**config.mk**
```make
export PLATFORM = sky130hd
export DESIGN_NAME = mux_select_sequencer
export DESIGN_NICKNAME = d
export VERILOG_FILES = /design/src/rtl/sel_seq_pkg.sv /design/src/rtl/key_debouncer.sv /design/src/rtl/mux_select_sequencer.sv
export SDC_FILE = /design/constraint.sdc
export NUM_CORES = 1
export LEC_CHECK = 0
export ABC_CLOCK_PERIOD_IN_PS = 4400
export CAP_MARGIN = 20
export CORE_MARGIN = 5
export CORE_UTILIZATION = 40
export CTS_BUF_LIST = sky130_fd_sc_hd__clkbuf_2 sky130_fd_sc_hd__clkbuf_4 sky130_fd_sc_hd__clkbuf_8
export DETAILED_ROUTE_END_ITERATION = 10
export PLACE_DENSITY_LB_ADDON = 0.08
export RECOVER_POWER = 50
export SLEW_MARGIN = 40
export SYNTH_ARGS = -nofsm -noshare
export SYNTH_HDL_FRONTEND = slang
export SYNTH_SLANG_ARGS = --single-unit
```
**constraint.sdc**
```tcl
create_clock -name CLOCK_50 -period 4.4 [get_ports CLOCK_50]
set_input_delay 0.88 -clock CLOCK_50 [delete_from_list [all_inputs] [get_ports CLOCK_50]]
set_output_delay 0.88 -clock CLOCK_50 [all_outputs]
set_load 0.05 [all_outputs]
```
**src/rtl/sel_seq_pkg.sv**
```systemverilog
// Shared types and helpers for the mux select sequencer and its key debouncer.
package sel_seq_pkg;

  localparam int SEL_W  = 3;
  localparam int NUM_CH = 8;

  typedef enum logic [1:0] {
    RELEASED     = 2'd0,
    PRESS_WAIT   = 2'd1,
    PRESSED      = 2'd2,
    RELEASE_WAIT = 2'd3
  } deb_state_t;

  function automatic logic [NUM_CH-1:0] onehot8(input logic [SEL_W-1:0] sel);
    logic [NUM_CH-1:0] oh;
    oh      = '0;
    oh[sel] = 1'b1;
    return oh;
  endfunction

endpackage

```
**src/rtl/key_debouncer.sv**
```systemverilog
// Active-low pushbutton debouncer: 2-flop synchroniser, press/release FSM and a
// stability counter. Emits one registered pulse per accepted press.
module key_debouncer
  import sel_seq_pkg::*;
#(
  parameter int DEB_CYCLES = 500000
) (
  input  logic       clk,
  input  logic       rst,
  input  logic       key_n_raw,
  output logic       press_pulse,
  output deb_state_t state
);

  localparam int CW = $clog2(DEB_CYCLES);
  localparam logic [CW-1:0] CNT_LAST = CW'(DEB_CYCLES - 1);

  logic [1:0]    sync_q;
  logic          key_s;
  deb_state_t    state_q;
  deb_state_t    state_d;
  logic [CW-1:0] cnt_q;
  logic [CW-1:0] cnt_d;
  logic          req;

  // Synchroniser resets to "released" so a reset never looks like a press.
  always_ff @(posedge clk or posedge rst) begin
    if (rst) begin
      sync_q <= 2'b11;
    end else begin
      sync_q <= {sync_q[0], key_n_raw};
    end
  end

  assign key_s = sync_q[1];

  always_ff @(posedge clk or posedge rst) begin
    if (rst) begin
      state_q     <= RELEASED;
      cnt_q       <= '0;
      press_pulse <= 1'b0;
    end else begin
      state_q     <= state_d;
      cnt_q       <= cnt_d;
      press_pulse <= req;
    end
  end

  // Any opposite level during a wait state abandons it; only a full stable
  // window commits the transition, and only the press direction requests a step.
  always_comb begin
    state_d = state_q;
    cnt_d   = cnt_q;
    req     = 1'b0;
    case (state_q)
      RELEASED: begin
        if (!key_s) begin
          state_d = PRESS_WAIT;
          cnt_d   = '0;
        end
      end
      PRESS_WAIT: begin
        if (key_s) begin
          state_d = RELEASED;
        end else if (cnt_q == CNT_LAST) begin
          state_d = PRESSED;
          req     = 1'b1;
        end else begin
          cnt_d = cnt_q + CW'(1);
        end
      end
      PRESSED: begin
        if (key_s) begin
          state_d = RELEASE_WAIT;
          cnt_d   = '0;
        end
      end
      RELEASE_WAIT: begin
        if (!key_s) begin
          state_d = PRESSED;
        end else if (cnt_q == CNT_LAST) begin
          state_d = RELEASED;
        end else begin
          cnt_d = cnt_q + CW'(1);
        end
      end
      default: begin
        state_d = RELEASED;
        cnt_d   = '0;
      end
    endcase
  end

  assign state = state_q;

endmodule

```
**src/rtl/mux_select_sequencer.sv**
```systemverilog
// Wrap-around 3-bit channel selector for the 8:1 mux, stepped by a debounced key.
// Define SEL_SEQ_AUTO_EN to add the SW_AUTO-controlled auto-scan prescaler.
module mux_select_sequencer
  import sel_seq_pkg::*;
#(
  parameter int DEB_CYCLES = 500000,
  parameter int SCAN_DIV   = 50000000
) (
  input  logic              CLOCK_50,
  input  logic              RESET,
  input  logic              KEY_STEP,
  input  logic              SW_DIR,
  input  logic              SW_AUTO,
  output logic [SEL_W-1:0]  SEL,
  output logic [NUM_CH-1:0] SEL_ONEHOT,
  output logic              STEP_PULSE
);

  logic             manual_step;
  logic             auto_tick;
  logic             step;
  logic [SEL_W-1:0] sel_next;
  deb_state_t       deb_state;
  logic [1:0]       unused_deb_state;

  key_debouncer #(
    .DEB_CYCLES(DEB_CYCLES)
  ) u_key_debouncer (
    .clk        (CLOCK_50),
    .rst        (RESET),
    .key_n_raw  (KEY_STEP),
    .press_pulse(manual_step),
    .state      (deb_state)
  );

  assign unused_deb_state = deb_state;

`ifdef SEL_SEQ_AUTO_EN
  localparam int PW = $clog2(SCAN_DIV);
  localparam logic [PW-1:0] PRESC_LAST = PW'(SCAN_DIV - 1);

  logic [PW-1:0] presc_q;

  assign auto_tick = SW_AUTO && (presc_q == PRESC_LAST);

  // A manual step restarts the scan period so the next auto step is a full period away.
  always_ff @(posedge CLOCK_50 or posedge RESET) begin
    if (RESET) begin
      presc_q <= '0;
    end else if (!SW_AUTO || manual_step || auto_tick) begin
      presc_q <= '0;
    end else begin
      presc_q <= presc_q + PW'(1);
    end
  end
`else
  localparam int unused_scan_div = SCAN_DIV;
  logic unused_auto;

  assign unused_auto = SW_AUTO;
  assign auto_tick   = 1'b0;
`endif

  // Manual and auto requests in the same cycle merge into a single step.
  assign step     = manual_step | auto_tick;
  assign sel_next = SW_DIR ? (SEL - SEL_W'(1)) : (SEL + SEL_W'(1));

  always_ff @(posedge CLOCK_50 or posedge RESET) begin
    if (RESET) begin
      SEL        <= '0;
      SEL_ONEHOT <= onehot8(SEL_W'(0));
      STEP_PULSE <= 1'b0;
    end else begin
      STEP_PULSE <= step;
      if (step) begin
        SEL        <= sel_next;
        SEL_ONEHOT <= onehot8(sel_next);
      end
    end
  end

endmodule
```
==> reports/qor_table.md, run 1 <==
| Metric | This run |
|---|---|
| Via count of the first global-routing pass | 1371 |
| P&R area growth vs syn | 16.2% |
| Maxcap violations | 1 |
| Number of buffer and inverter stages on the critical path | 3 |
| Run status | complete, but fails checks |
| Global placement routability congestion | 0.830 |
| Register clock-pin slew on the reported worst setup and hold paths | 0.08 ns |
| Fraction of final layout cells sized beyond drive strength 1 | 9.76% |
| Setup TNS after final layout | 0 ns |
| Maximum number of pins on one net before global-route repair | 37 |
| Final Skew | 0.0100 ns |
| Via density per instance | 5.67 |
| Unrepaired setup endpoints after global routing | false |
| Most used standard cell by instance count after synthesis | dfrtp_1 |
| Class of the most critical setup path | input port to asynchronous set/reset pin |
| Count of unique library cells instantiated by Yosys | 45 |
| Achievable frequency | 0.349 GHz |
| Cell family with the largest share of critical-path delay | buffers and inverters |
| Number of flip-flops and latches in the synthesized netlist | 36 |
| Setup violations, final | 0 |
| Delay of the slowest cell on the worst path | 1.40 ns |
| Number of hold buffers added after CTS | 0 |
| Critical-path cell list | dlygate4sd3_1, inv_1, clkbuf_1 |
| Smallest hold slack | 0.367 ns |
| Seq/Total Area, Yosys | 50.3% |
| PortBufs | 15 |
| Transition time at the pin with the least slew margin | 1.96 ns |
| Top cells by area in the synthesized netlist | dfrtp_1 (46%), nand2_1 (4.6%), dfstp_2 (4.4%), o21ai_0 (3.3%), inv_1 (2.9%) |
| ANT cells | 0 |
| Layout fillers | 400 |
| Violated checks | capacitance limit, slew limit |
| Layout Nets | 211 |
| Clk sink count | 36 |
| Detailed-route wire length | 3.75 mm |
| Power density over the cells | 290 nW/um^2 |
| Yosys warning total | 0 |
| Worst slew slack as a fraction of its limit | -30.9% |
| Worst hold-check path type | register to register |
| Routed wire per std cell | 14.6 um |
| Aggregate global routing overflow | 0 |
| Routed via count | 1458 |
| Post-route antenna net violation count | 0 |
| Clock buffer count from CTS | 5 |
| Hold Violations, Final | 0 |
| Count of flip-flops with a built-in enable after synthesis | 0 |
| Syn nets | 192 |
| Leakage power of the design | 0.874 nW |
| Average cell area after synthesis | 9.71 sq um |
| Die outline height | 77.0 um |
| Global-route wire length before repair | 6.51 mm |
| Standard cell core area | 4350 sq um |
| Top cell type by total area after synthesis | dfrtp_1 |
| Kind of end point of the critical path | asynchronous set/reset pin |
| Share of the synthesized area in the top cell type | 46.0% |
| Buffer levels on the longest clock path | 2 |
| TritonCTS clock tree | yes |
| Library cell contributing the largest single delay on the critical path | clkbuf_1 |
| Non-filler cells, final | 257 |
| Post-CTS resize count | 0 |
| Clock insertion delay at the later pin of the skew report | 0.29 ns |
| Critical path data arrival time | 2.87 ns |
| Area of the mapped netlist | 1800 sq um |
| Placed Cells | 249 |
| Final critical delay including setup and external delays | 2.87 ns |
| Site Rows | 24 |
| Synthesized netlist cell count | 185 |
| Detailed router's first-iteration violation count | 68 |
| Final routed DRC violation total | 0 |
| All-layer global routing usage | 13.5% |
| Die X | 77.0 um |
| Max rail drop VDD | 0.118 mV |
| Number of antenna violations at the first check in global routing | 0 |
| Post-route clock period utilization | 65.2% |
| Total iterations of the first detailed-routing run | 4 |
| Data required time of the worst path | 4.41 ns |
| Final-report max-slew violation count | 37 |
| Crit start category | input port |
| Top-level I/O count | 17 |
| H-tree lvl count | 2 |
| Starting utilization of the core area | 41.3% |
| Most common flop cell mapped by yosys | dfrtp_1 |
| Most common library cells after synthesis | dfrtp_1 (33), nand2_1 (22), inv_1 (14) |
| Cell chosen for the clock root | clkbuf_8 |
| Die footprint | 5930 sq um |
| Crit-path max FO | 36 |
| Detailed placement HPWL | 2.59 mm |
| Fraction of registers with async set or reset after synthesis | 100% |
| Post CTS Setup Buffer Count | 0 |
cell usage in the layout (no fill, tap or decap), types with 3 or more instances in the layout:
cell type and instances:
nor3_1 3, o31ai_1 4, nand2_1 22, clkdlybuf4s50_1 13
o22ai_1 8, a21oi_1 4, nand3_1 10, o21ai_0 12
o211ai_1 4, xor2_1 3, or3_1 8, nor2_1 7
clkbuf_8 5, dfrtp_1 33, or4_1 4, or2_1 3
inv_1 14, xnor2_1 3
registers in the layout (all words and copies together), names as in the netlist, named ones only:
| register | flops |
|---|---|
| u_key_debouncer.sync_q | 2 |
| u_key_debouncer.cnt_q | 19 |
| SEL_ONEHOT | 8 |
| STEP_PULSE | 1 |
| SEL | 3 |
| u_key_debouncer.press_pulse | 1 |
| u_key_debouncer.state | 1 |
per-layer routing:
layer	GRT usage, %	vias up	part of all wire, %
met4	4.12	0	1.2
met1	17.1	714	45
met2	22.3	33	48
met5	0	-	0
met3	3.75	5	5.5
li1	-	706	-
cell families after synthesis:
group	share of synthesized area, %
adders and majority gates	1.81
buffers and inverters	4.18
and+or+nand+nor	22.8
AOI/OAI and AO/OA	16.1
xor gates and xnor gates	2.93
muxes	1.81
DFF	50.3
worst register-to-register path, stage by stage (launching register included):
cell      delay [ns]
dfrtp_1         0.43
nand3_1         0.14
or4_1           0.59
o21bai_2        0.52
nor3_1          0.10
a221o_1         0.29
through the flow:
stage	cell area (sq um)	setup WS [ns]	power (mW)	util, %
after floorplan	1800	2.39	0.367	-
after global placement	2000	1.83	0.378	46.0
after detailed placement	2000	1.79	0.380	46.0
after CTS	2090	1.86	0.616	48.0
after global routing	2090	1.03	0.636	48.0
final	2090	1.53	0.605	48.0
power breakdown:
part | leakage (nW) | total (mW) | switching [mW] | internal (mW)
Clock | 0.0479 | 0.233 | 0.123 | 0.110
Sequential | 0.451 | 0.341 | 0.00497 | 0.336
Combinational | 0.375 | 0.0309 | 0.0208 | 0.0102
Total | 0.874 | 0.605 | 0.149 | 0.456
area by class of cell:
cell class | count | area (sq um) | share of cell area (%)
clock buffers | 5 | 68.8 | 3.30
clock inverters | 3 | 18.8 | 0.899
flip-flops and latches | 36 | 905 | 43.3
well taps | 52 | 65.1 | 3.12
multi-input cells | 130 | 817 | 39.1
inverters | 14 | 52.6 | 2.52
repair buffers | 17 | 161 | 7.73
final timing paths:
| kind | start | endpoint | slack [ns] | depth (start not counted) |
|---|---|---|---|---|
| max in group CLOCK_50 | SEL[0] | SEL[0] | 1.87 | 1 |
| worst max register to register | u_key_debouncer.cnt_q[15] | u_key_debouncer.cnt_q[7] | 2.22 | 5 |
| worst max-delay path | RESET | u_key_debouncer.cnt_q[2] | 1.53 | 3 |
| worst min register to register | u_key_debouncer.sync_q[0] | u_key_debouncer.sync_q[1] | 0.37 | 0 |
| worst min-delay path | u_key_debouncer.sync_q[0] | u_key_debouncer.sync_q[1] | 0.37 | 0 |
| min in group asynchronous | RESET | STEP_PULSE | 1.74 | 3 |
Power figures use the tool's default switching activity.
==> run 2, diff against run 1 <==
--- a/config.mk
+++ b/config.mk
@@ -5,7 +5,7 @@
 export SDC_FILE = /design/constraint.sdc
 export NUM_CORES = 1
 export LEC_CHECK = 0
-export ABC_CLOCK_PERIOD_IN_PS = 4400
+export ABC_CLOCK_PERIOD_IN_PS = 2700
 export CAP_MARGIN = 20
 export CORE_MARGIN = 5
 export CORE_UTILIZATION = 40
==> constraint.sdc (replaced) <==
create_clock -name CLOCK_50 -period 2.7 [get_ports CLOCK_50]
set_input_delay 0.54 -clock CLOCK_50 [delete_from_list [all_inputs] [get_ports CLOCK_50]]
set_output_delay 0.54 -clock CLOCK_50 [all_outputs]
set_load 0.05 [all_outputs]
==> run 2 against run 1 <==
Effect of this change:
- non-clock buffer count unchanged
- die area unchanged
- the flow now finishes without violations
- sequential power up 63%
- largest cell class unchanged
- total power up 79%
- clock power up 100%
- combinational power up 67%
- final cell count unchanged
- clock skew down 0.0056 ns
- core utilization up 0.57 points
- wire length up 2.1%
==> reports/qor_table.md, run 2 (same netlist as run 1, synthesis figures left out) <==
| Metric | This run |
|---|---|
| Run status | finished, final reports clean |
| Instance area after placement | 2000 sq um |
| Max rail drop VDD | 0.209 mV |
| Placed Cells | 249 |
| Detailed-route wire length | 3.83 mm |
| Detailed placement HPWL | 2.63 mm |
| Global placement routability congestion | 0.826 |
| Top-level I/O count | 17 |
| Detailed router's first-iteration violation count | 89 |
| Global-route wire length before repair | 6.64 mm |
| PortBufs | 15 |
| Achievable frequency | 0.457 GHz |
| Leakage power of the design | 0.888 nW |
| Leading registers by flop count | u_key_debouncer.cnt_q x19, SEL_ONEHOT x8, SEL x3 |
| Routed via count | 1448 |
| Layout fillers | 403 |
| Transition time at the pin with the least slew margin | 0.895 ns |
| Power density over the cells | 511 nW/um^2 |
| H-tree lvl count | 2 |
| Final critical delay including setup and external delays | 2.19 ns |
| Number of flip-flops in the largest register | 19 |
| Clock buffer count from CTS | 5 |
| Critical path data arrival time | 2.42 ns |
| Worst hold-check path type | register to register |
| Site Rows | 24 |
| Core Util, Final | 48.5% |
| Clk sink count | 36 |
| Maximum number of pins on one net before global-route repair | 37 |
| Number of antenna violations at the first check in global routing | 0 |
| Pre-CTS WS | 0.415 ns |
| Cell area after layout | 2110 sq um |
| Via density per instance | 5.63 |
| TritonCTS clock tree | yes |
| Die outline height | 77.0 um |
| Unrepaired setup endpoints after global routing | false |
| Setup TNS after final layout | 0 ns |
| Smallest hold slack | 0.364 ns |
| Class of the most critical setup path | register to register |
| Final-report max-slew violation count | 0 |
| Post-route antenna net violation count | 0 |
| Post-route clock period utilization | 81.1% |
| Register clock-pin slew on the reported worst setup and hold paths | 0.07 ns |
| Buffer levels on the longest clock path | 2 |
| Standard cell core area | 4350 sq um |
| Final routed DRC violation total | 0 |
| Maxcap violations | 0 |
| Kind of end point of the critical path | register |
| Layout Nets | 211 |
| Most common library cell in the layout ignoring fill and taps | dfrtp_1 |
| Crit start category | register |
| Total iterations of the first detailed-routing run | 4 |
| Number of hold buffers added after CTS | 0 |
| Final Skew | 0.00441 ns |
| Setup violations, final | 0 |
| Aggregate global routing overflow | 0 |
| Leading cell types in the layout, fill and taps excluded | dfrtp_1 (33), nand2_1 (22), inv_1 (14), o21ai_0 (12), clkdlybuf4s50_1 (12) |
| Die X | 77.0 um |
| Final setup slack of the worst path | 0.511 ns |
| All-layer global routing usage | 13.9% |
| Post CTS Setup Buffer Count | 0 |
| Post-CTS resize count | 0 |
| Fraction of final layout cells sized beyond drive strength 1 | 10.7% |
| ANT cells | 0 |
| Routed wire per std cell | 14.9 um |
| Worst slew slack as a fraction of its limit | 40.3% |
| Clock insertion delay at the later pin of the skew report | 0.29 ns |
| Via count of the first global-routing pass | 1409 |
| Starting utilization of the core area | 41.3% |
| Largest Register | u_key_debouncer.cnt_q |
| Data required time of the worst path | 2.93 ns |
| Hold Violations, Final | 0 |
| Cell chosen for the clock root | clkbuf_8 |
| Non-filler cells, final | 257 |
| Crit-path max FO | 5 |
| Die footprint | 5930 sq um |
| P&R area growth vs syn | 17.6% |
| Overall Power | 1.08 mW |
==> run 2: path summary, 6_finish.rpt <==
path | from | endpoint | slack [ns] | depth (start not counted)
min | u_key_debouncer.sync_q[0] | u_key_debouncer.sync_q[1] | 0.36 | 0
max in group asynchronous | RESET | u_key_debouncer.cnt_q[7] | 1.19 | 3
max reg2reg | u_key_debouncer.cnt_q[0] | u_key_debouncer.cnt_q[18] | 0.51 | 6
max | u_key_debouncer.cnt_q[0] | u_key_debouncer.cnt_q[18] | 0.51 | 6
min reg2reg | u_key_debouncer.sync_q[0] | u_key_debouncer.sync_q[1] | 0.36 | 0
min in group asynchronous | RESET | STEP_PULSE | 0.96 | 3
==> run 2: cell type report <==
type	count	area [sq um]	share of cell area, %
repair buffers	17	163	7.70
flip-flops and latches	36	905	42.8
well taps	52	65.1	3.08
inverters	14	52.6	2.49
multi-input cells	130	817	38.7
clock buffers	6	76.3	3.61
clock inverters	2	35.0	1.66
==> run 2: per-layer routing <==
metal | wire length (um) | GRT usage [%] | up-vias | part of all wire, %
met5 | 0 | 0 | - | 0
met1 | 1750 | 17.1 | 710 | 46
li1 | - | - | 702 | -
met4 | 42 | 4.81 | 0 | 1.1
met2 | 1850 | 22.7 | 30 | 48
met3 | 181 | 4.57 | 6 | 4.7
==> run 2: worst max-delay path: stages, from the launching register on <==
cell,delay (ns)
dfrtp_1,0.40
ha_1,0.24
nand3_2,0.14
or4_4,0.59
or4_1,0.51
a21oi_1,0.15
a21o_1,0.10
==> run 2: power by group <==
group / total, mW / leakage [nW] / internal [mW] / switching [mW]
sequential: 0.556 / 0.452 / 0.548 / 0.00885
combinational: 0.0515 / 0.378 / 0.0167 / 0.0348
clock: 0.472 / 0.0586 / 0.284 / 0.188
total: 1.08 / 0.888 / 0.848 / 0.231
==> run 3, diff against run 2 <==
--- a/config.mk
+++ b/config.mk
@@ -5,7 +5,7 @@
 export SDC_FILE = /design/constraint.sdc
 export NUM_CORES = 1
 export LEC_CHECK = 0
-export ABC_CLOCK_PERIOD_IN_PS = 2700
+export ABC_CLOCK_PERIOD_IN_PS = 2000
 export CAP_MARGIN = 20
 export CORE_MARGIN = 5
 export CORE_UTILIZATION = 40
==> constraint.sdc (replaced) <==
create_clock -name CLOCK_50 -period 2 [get_ports CLOCK_50]
set_input_delay 0.4 -clock CLOCK_50 [delete_from_list [all_inputs] [get_ports CLOCK_50]]
set_output_delay 0.4 -clock CLOCK_50 [all_outputs]
set_load 0.05 [all_outputs]
==> run 3 against run 2 <==
Effect of this change:
- core utilization grew 4.4 points
- via count grew 5.9%
- clock skew grew 0.00094 ns
- clock power grew 22%
- sequential share of layout area shrank 3.2 points
- first-iteration DRC count shrank 20%
- worst setup slack lost 0.43 ns
- total power grew 32%
- critical path type unchanged
- critical endpoint is now u_key_debouncer.cnt_q[7]
==> reports/qor_table.md, run 3 (same netlist as run 1, synthesis figures left out) <==
| Metric | This run |
|---|---|
| Fraction of final layout cells sized beyond drive strength 1 | 24.2% |
| P&R area growth vs syn | 28.2% |
| Global placement routability congestion | 0.841 |
| Grt met3 use | 4.68% |
| Maxcap violations | 0 |
| Layout Nets | 229 |
| Switching portion of total power | 22.0% |
| Achievable frequency | 0.521 GHz |
| Largest Register | u_key_debouncer.cnt_q |
| Class of the most critical setup path | register to register |
| Internal power | 1.11 mW |
| Crit start category | register |
| Maximum number of pins on one net before global-route repair | 37 |
| Max rail drop VDD | 0.291 mV |
| Run status | finished, final reports clean |
| Critical path data arrival time | 2.14 ns |
| Detailed placement HPWL | 2.84 mm |
| Hold Violations, Final | 0 |
| Pre-CTS WS | -0.0156 ns |
| Kind of end point of the critical path | register |
| Non-filler cells, final | 275 |
| Register clock-pin slew on the reported worst setup and hold paths | 0.07 ns |
| Met1 GRT Util | 17.7% |
| Met2 Usage GRT | 24.0% |
| Site Rows | 24 |
| Standard cell core area | 4350 sq um |
| Crit-path max FO | 5 |
| Clock buffer count from CTS | 5 |
| Global-route wire length before repair | 7.00 mm |
| Routed via count | 1533 |
| Net switching component of the power | 0.314 mW |
| Leading registers by flop count | u_key_debouncer.cnt_q x19, SEL_ONEHOT x8, SEL x3 |
| All-layer global routing usage | 14.4% |
| Routed wire per std cell | 14.7 um |
| Worst hold-check path type | register to register |
| Detailed router's first-iteration violation count | 71 |
| Final-report max-slew violation count | 0 |
| Final routed DRC violation total | 0 |
| Setup violations, final | 0 |
| Power density over the cells | 618 nW/um^2 |
| Clk sink count | 36 |
| Sequential share of power | 52.8% |
| Post-route clock period utilization | 95.9% |
| Aggregate global routing overflow | 0 |
| Final setup slack of the worst path | 0.0820 ns |
| Buffer levels on the longest clock path | 2 |
| Transition time at the pin with the least slew margin | 0.900 ns |
| Starting utilization of the core area | 41.3% |
| Final critical delay including setup and external delays | 1.92 ns |
| Die X | 77.0 um |
| Leakage power of the design | 0.976 nW |
| Placed Cells | 265 |
| Via count of the first global-routing pass | 1518 |
| Total iterations of the first detailed-routing run | 4 |
| Clk network pwr share | 40.5% |
| Combinational share of power | 6.6% |
| Data required time of the worst path | 2.22 ns |
| Most common library cell in the layout ignoring fill and taps | dfrtp_1 |
| Detailed-route wire length | 4.03 mm |
| Via density per instance | 5.57 |
| H-tree lvl count | 2 |
| Die outline height | 77.0 um |
| Top-level I/O count | 17 |
| Worst slew slack as a fraction of its limit | 40.0% |
| Instance area after placement | 2130 sq um |
| Setup TNS after final layout | 0 ns |
| ANT cells | 0 |
| Cell area after layout | 2300 sq um |
| Cell chosen for the clock root | clkbuf_8 |
| Leading cell types in the layout, fill and taps excluded | dfrtp_1 (27), nand2_1 (22), buf_4 (16), inv_1 (14), o21ai_0 (12) |
| PortBufs | 15 |
| GRT busiest layer | met2 |
| Layout fillers | 386 |
| TritonCTS clock tree | yes |
| Final Skew | 0.00535 ns |
| Number of antenna violations at the first check in global routing | 0 |
| Die footprint | 5930 sq um |
| Number of flip-flops in the largest register | 19 |
| Post-route antenna net violation count | 0 |
| Clock insertion delay at the later pin of the skew report | 0.28 ns |
==> run 3: power groups by stage <==
stage,combinational (mW),clock (mW),sequential (mW)
after floorplan,0.0495,0,0.760
after global placement,0.0864,0,0.761
after detailed placement,0.0906,0,0.762
after CTS,0.0929,0.600,0.751
after global routing,0.107,0.636,0.754
final,0.0946,0.577,0.752
==> run 3: area by class of cell <==
class | instances | area, sq um | area share [%]
clock buffers | 8 | 104 | 4.51
multi-input cells | 130 | 857 | 37.2
repair buffers | 35 | 313 | 13.6
inverters | 14 | 52.6 | 2.28
flip-flops and latches | 36 | 912 | 39.6
well taps | 52 | 65.1 | 2.82
==> run 3: path summary, 6_finish.rpt <==
path / start / endpoint / slack (ns) / cells past startpoint
worst max-delay path: u_key_debouncer.cnt_q[16] / u_key_debouncer.cnt_q[7] / 0.08 / 5
worst min-delay path: u_key_debouncer.sync_q[0] / u_key_debouncer.sync_q[1] / 0.36 / 0
worst max register to register: u_key_debouncer.cnt_q[16] / u_key_debouncer.cnt_q[7] / 0.08 / 5
worst min register to register: u_key_debouncer.sync_q[0] / u_key_debouncer.sync_q[1] / 0.36 / 0
max in group asynchronous: RESET / u_key_debouncer.cnt_q[4] / 0.53 / 3
min in group asynchronous: RESET / asynchronous set/reset pin / 0.86 / 3
==> run 3: timing repair <==
action | 4_1_cts | 5_1_grt
gates cloned | 0 | 1
hold buffers | 0 | 0
pin swaps | 1 | 4
buffers inserted | 0 | 1
resized for setup | 1 | 14
endpoints found under the setup margin | 1 | 7
==> run 3: through the flow <==
step                power, mW  hold WS [ns]  utilization [%]
finish                   1.42         0.356             52.9
global route             1.50         0.361             52.9
CTS                      1.44         0.358             51.6
detailed placement      0.853         0.349             49.0
global placement        0.848         0.347             49.0
floorplan               0.809         0.345                -
==> run 3: metal layers <==
layer | share of wire [%] | vias to the layer above
li1 | - | 736
met4 | 1.3 | 0
met2 | 50 | 35
met5 | 0 | -
met3 | 4.7 | 8
met1 | 44 | 754
==> run 3: critical path, cell delays in order (launching register included) <==
cell and delay (ns):
dfrtp_1 0.39, nand3_1 0.15, or4_4 0.54, o31ai_2 0.27
clkdlybuf4s15_2 0.33, a221o_1 0.17
